<file path="src/rtl/fifo_pkg.sv">
// Shared definitions for the synchronous FIFO: default geometry and the
// per-edge operation state that drives the request handshakes.
package fifo_pkg;

   localparam int FIFO_WIDTH = 32;
   localparam int FIFO_DEPTH = 8;
   localparam int FIFO_AW    = 3;

   typedef enum logic [2:0] {
      IDLE     = 3'd0,
      WRITE    = 3'd1,
      READ     = 3'd2,
      RDWR     = 3'd3,
      WR_ERR   = 3'd4,
      RD_ERR   = 3'd5,
      WR_RDERR = 3'd6,
      RD_WRERR = 3'd7
   } op_state_t;

endpackage

</file>
<file path="src/rtl/fifo_regfile.sv">
// DEPTH x WIDTH storage of resettable D-register words; write on clk, read combinational.
// Latency: written data readable after the writing edge. No backpressure: writes are unconditional when we=1.
module fifo_regfile
   import fifo_pkg::*;
#(
   parameter int WIDTH = FIFO_WIDTH,
   parameter int DEPTH = FIFO_DEPTH,
   parameter int AW    = FIFO_AW
) (
   input  logic             clk,
   input  logic             reset,
   input  logic             we,
   input  logic [AW-1:0]    waddr,
   input  logic [WIDTH-1:0] wdata,
   input  logic [AW-1:0]    raddr,
   output logic [WIDTH-1:0] rdata
);

   logic [WIDTH-1:0] mem [DEPTH];

   // Each word is its own cleared register so reset leaves no stale data behind.
   for (genvar g = 0; g < DEPTH; g++) begin : g_word
      always_ff @(posedge clk or posedge reset) begin
         if (reset) begin
            mem[g] <= '0;
         end else if (we && (waddr == AW'(g))) begin
            mem[g] <= wdata;
         end
      end
   end

   assign rdata = mem[raddr];

endmodule

</file>
<file path="src/rtl/sync_fifo.sv">
// 8-entry in-order FIFO with count/flags and per-request ack/error pulses.
// Latency: dout valid one cycle after accepted read; rejected requests (full/empty) flag an error, never stall.
module sync_fifo
   import fifo_pkg::*;
#(
   parameter int WIDTH = FIFO_WIDTH,
   parameter int DEPTH = FIFO_DEPTH,
   parameter int AW    = FIFO_AW
) (
   input  logic             clk,
   input  logic             reset,
   input  logic             wr_en,
   input  logic             rd_en,
   input  logic [WIDTH-1:0] din,
   output logic [WIDTH-1:0] dout,
   output logic [AW:0]      data_count,
   output logic             full,
   output logic             empty,
   output logic             wr_ack,
   output logic             wr_err,
   output logic             rd_ack,
   output logic             rd_err
);

   localparam logic [AW:0] FULL_CNT = (AW+1)'(DEPTH);

   op_state_t        state_q, state_d;
   logic [AW-1:0]    wr_ptr, rd_ptr;
   logic [WIDTH-1:0] rdata;
   logic             do_wr, do_rd;
   logic             has_data, has_room;

   assign has_data = (data_count != '0);
   assign has_room = (data_count != FULL_CNT);

   always_comb begin
      state_d = IDLE;
      case ({wr_en, rd_en})
         2'b10:   state_d = has_room ? WRITE : WR_ERR;
         2'b01:   state_d = has_data ? READ : RD_ERR;
         2'b11: begin
            // Empty and full are mutually exclusive for DEPTH >= 2.
            if (!has_data)      state_d = WR_RDERR;
            else if (!has_room) state_d = RD_WRERR;
            else                state_d = RDWR;
         end
         default: state_d = IDLE;
      endcase
   end

   assign do_wr = (state_d == WRITE) || (state_d == RDWR) || (state_d == WR_RDERR);
   assign do_rd = (state_d == READ)  || (state_d == RDWR) || (state_d == RD_WRERR);

   always_ff @(posedge clk or posedge reset) begin
      if (reset) begin
         state_q    <= IDLE;
         wr_ptr     <= '0;
         rd_ptr     <= '0;
         data_count <= '0;
         dout       <= '0;
      end else begin
         state_q <= state_d;
         if (do_wr) wr_ptr <= wr_ptr + 1'b1;
         if (do_rd) begin
            rd_ptr <= rd_ptr + 1'b1;
            dout   <= rdata;
         end
         case ({do_wr, do_rd})
            2'b10:   data_count <= data_count + 1'b1;
            2'b01:   data_count <= data_count - 1'b1;
            default: data_count <= data_count;
         endcase
      end
   end

   fifo_regfile #(
      .WIDTH (WIDTH),
      .DEPTH (DEPTH),
      .AW    (AW)
   ) u_regfile (
      .clk   (clk),
      .reset (reset),
      .we    (do_wr),
      .waddr (wr_ptr),
      .wdata (din),
      .raddr (rd_ptr),
      .rdata (rdata)
   );

   assign full   = (data_count == FULL_CNT);
   assign empty  = (data_count == '0);
   assign wr_ack = (state_q == WRITE)  || (state_q == RDWR)   || (state_q == WR_RDERR);
   assign rd_ack = (state_q == READ)   || (state_q == RDWR)   || (state_q == RD_WRERR);
   assign wr_err = (state_q == WR_ERR) || (state_q == RD_WRERR);
   assign rd_err = (state_q == RD_ERR) || (state_q == WR_RDERR);

endmodule

</file>
<file path="config.mk">
export PLATFORM = sky130hd
export DESIGN_NAME = sync_fifo
export DESIGN_NICKNAME = d
export VERILOG_FILES = /design/src/rtl/fifo_pkg.sv /design/src/rtl/fifo_regfile.sv /design/src/rtl/sync_fifo.sv
export SDC_FILE = /design/constraint.sdc
export NUM_CORES = 1
export LEC_CHECK = 0
export BUFFER_PORTS_ARGS = -buffer_cell sky130_fd_sc_hd__buf_2
export CORE_UTILIZATION = 60
export DETAILED_ROUTE_END_ITERATION = 16
export PLACE_DENSITY = 0.79
export SYNTH_ARGS = -nofsm -noshare
export SYNTH_HDL_FRONTEND = slang
export SYNTH_HIERARCHICAL = 1
export SYNTH_SLANG_ARGS = --single-unit
export TNS_END_PERCENT = 1
</file>
<file path="constraint.sdc">
create_clock -name clk -period 9.9 [get_ports clk]
set_input_delay 1.98 -clock clk [delete_from_list [all_inputs] [get_ports clk]]
set_output_delay 1.98 -clock clk [all_outputs]
set_load 0.02 [all_outputs]
</file>
==> flow_summary_export.csv <==
group,metric,value,unit
floorplan,dieArea,0.02362,mm2
synthesis,ys_types,42,
place,io_buffers,77,
worst_setup_path,worstPathRequired,10320,ps
worst_setup_path,arrival,4560,ps
sta,rsz0062_at_grt,"false",
cells_and_area,fin_util,67.69,%
cells_and_area,fill_cells,1488,
sta,max_slew_margin,25.85,%
routing,final_antenna_net_count,0,
floorplan,coreArea,0.02257,mm2
synthesis,yosys_warnings,6,
min_path,hold_path.class,"reg -> reg",
floorplan,dieWidth,153.7,um
clock_tree,clock_sinks,301,
worst_setup_path,timing.rr.start,"data_count[0]",
worst_setup_path,path_cells,"buf_2 > o41a_2 > buf_4 > ha_1 > ha_1 > or4b_2 > o311ai_0 > o211ai_1",
worst_setup_path,worst-r2r-setup-slack,6700,ps
sta,finalSetupTns,0,ps
pwr,p_sw_share,30.20,%
routing,drcViolationCount,0,
clock_tree,cts_resized,0,
routing,firstDrtPassIters,6,
routing,vias_per_cell,6.114,
pwr,p_comb_share,36.3,%
worst_setup_path,path_max_fanout,36,
synthesis,synth_edf_count,0,
global_routing,antenna_found_initial,0,
clock_tree,clk_path_buf_depth,3,
worst_setup_path,cp_common_cell,"ha_1",
pwr,p_switching,1.648,mW
worst_setup_path,crit_cells,8,
pwr,p_leak,6.813,nW
sta,tightestPinTransition,1112,ps
min_path,hold_depth,1,
global_routing,grt_pass1_wl,45340,um
floorplan,initial_core_util,61.18,%
clock_tree,htree_levels,1,
sta,fin_ws,5761,ps
worst_setup_path,cp-end-kind,"flop",
flow_run,drv_cap,0,
synthesis,yosysMostFrequentCell,"dfrtp_1",
synthesis,netlist_top_cells_count,"dfrtp_1, mux2_2, mux4_1",
worst_setup_path,cpPeakStageDelay,630,ps
synthesis,synth_ff_type,"dfrtp_1",
worst_setup_path,cp_num_buf_inv,2,
pwr,total_power,5.458,mW
synthesis,syn-cell-area,0.01381,mm2
synthesis,synth.yosys.seq_area_share,54.55,%
clock_tree,worstSkewPairLatency,560,ps
place,dp.final_hpwl,16520,um
cells_and_area,layout.nets,919,
cells_and_area,synthToLayoutAreaGrowth,10.65,%
min_path,holdPathEnd,"u_regfile/mem[185]",
worst_setup_path,reg2reg_to,"u_regfile/mem[84]",
place,place_congestion,0.7487,
sta,final_hold_viol_count,0,
sta,maxSlewViolCount,0,
routing,num_vias,7233,
pwr,intPower,3.809,mW
cells_and_area,layout.cells.non_filler,1183,
worst_setup_path,startpoint_type,"input port",
global_routing,grt_pass1_vias,8210,
clock_tree,cts_setup_buffers,0,
pwr,power_density,357.2,mW/mm2
clock_tree,cts_made_buffers,31,
sta,setup_violations,0,
worst_setup_path,reg2reg_depth,6,
place,post-place-ws,5223,ps
global_routing,gr-total-overflow,0,
cells_and_area,n_antenna_cell,0,
worst_setup_path,crit_type,"in -> reg",
clock_tree,cts_tree,"yes",
synthesis,avgSynthCellArea,17.17,um2
routing,route.detailed.wl_per_inst,23.08,um
synthesis,syn-num-nets,846,
global_routing,grt_max_degree,109,
pwr,vdd_drop_max,0.2621,mV
pwr,clkPwrFrac,20.2,%
synthesis,synth_area_leader_cell,"dfrtp_1",
cells_and_area,drive_above_1_share,54.79,%
synthesis,netlist_instances,804,
worst_setup_path,crit_family,"adder cells",
routing,wl,27300,um
clock_tree,cts_root_buf,"clkbuf_16",
sta,whs,489.9,ps
place,dp_cells,1129,
min_path,worstHoldStart,"u_regfile/mem[185]",
sta,fin_crit_sh,41.81,%
clock_tree,cts_hold_buf,0,
floorplan,rows,55,
synthesis,synth_top_area_share,54.55,%
worst_setup_path,cp_slowest_cell,"or4b_2",
synthesis,ys_seq_elements,301,
floorplan,top_level_ports,78,
routing,drtIter0Drc,352,
status,status,"complete, no violations",
pwr,seqPwrFrac,43.5,%
cells_and_area,post-route-cell-area,0.01528,mm2
sta,max_clock_freq,0.2416,GHz
sta,skew,11.61,ps
place,dpl_cell_area,0.01431,mm2
floorplan,fp.dieH,153.7,um
sta,period_needed,4139,ps
synthesis,async_flop_share,100.0,%
global_routing,grt_usage,24.60,%
clock_tree,path_clk_slew,60,ps
synthesis,ys_top_cells_by_area,"dfrtp_1, mux2_2, mux4_1",
[worst max-delay path by stage]
stage	to	startpoint	slack [ps]
floorplan	u_regfile/mem[0]	reset	880
global placement	data_count[3]	rd_en	5340
detailed placement	data_count[3]	rd_en	5220
CTS	data_count[3]	rd_en	5800
global route	data_count[3]	rd_en	5680
finish	data_count[3]	rd_en	5760
[layout by cell type, fill, tap and decap left out, types with 5 or more instances in the layout]
master,n
clkbuf_16,31
mux2_1,10
dfrtp_1,298
clkinv_2,6
clkbuf_1,8
mux4_1,40
ha_1,5
mux2_2,281
inv_1,7
buf_4,19
clkbuf_8,6
mux2_4,32
buf_2,77
mux4_2,23
xnor2_1,5
[flip-flops by register name, summed over array words and instances, names as in the netlist]
signal         count
wr_ptr             3
u_regfile/mem    256
rd_ptr             3
dout              32
state_q            3
data_count         4
[metal layers]
layer	GRT usage, %	part of all wire [%]	vias up	wire length [um]
met5	0	0	-	0
met4	5.524	1.8	0	500
met3	3.382	3.4	42	930
met2	42.92	51	132	13990
met1	33.03	44	3887	11880
li1	-	-	3172	-
[cell families after synthesis]
family / count (synthesis) / synth area share (%)
AO/OA/AOI/OAI: 11 / 0.5980
XOR/XNOR: 8 / 0.5075
adder cells (fa/ha/maj): 6 / 0.5980
buffers and inverters: 65 / 3.452
flip-flops: 301 / 54.55
multiplexers: 389 / 38.90
AND/OR/NAND/NOR: 24 / 1.395
[power by group through the flow]
stage | logic, mW | registers [mW] | clock network (mW)
floorplan | 1.75 | 2.17 | 0
global placement | 1.90 | 2.32 | 0
detailed placement | 1.99 | 2.40 | 0
CTS | 2.00 | 2.38 | 1.13
global route | 2.13 | 2.47 | 1.17
finish | 1.98 | 2.38 | 1.10
[worst register-to-register path, cell delays in order (launching register included)]
cell      delay (ps)
dfrtp_1          480
nor4b_2          470
nand2b_1         290
inv_1            180
nand4b_1         770
buf_4            490
mux2_2           400
[final cells by class]
cell class | instances | area [um2] | share of cell area (%)
clock inverter | 9 | 77.57 | 0.5077
multi-input combinational | 438 | 5846 | 38.26
inverter | 9 | 41.29 | 0.2702
sequential | 301 | 7541 | 49.36
tap | 285 | 356.6 | 2.334
clock buffer | 45 | 888.4 | 5.814
timing repair buffer | 96 | 528.0 | 3.456
Power figures use the tool's default switching activity.
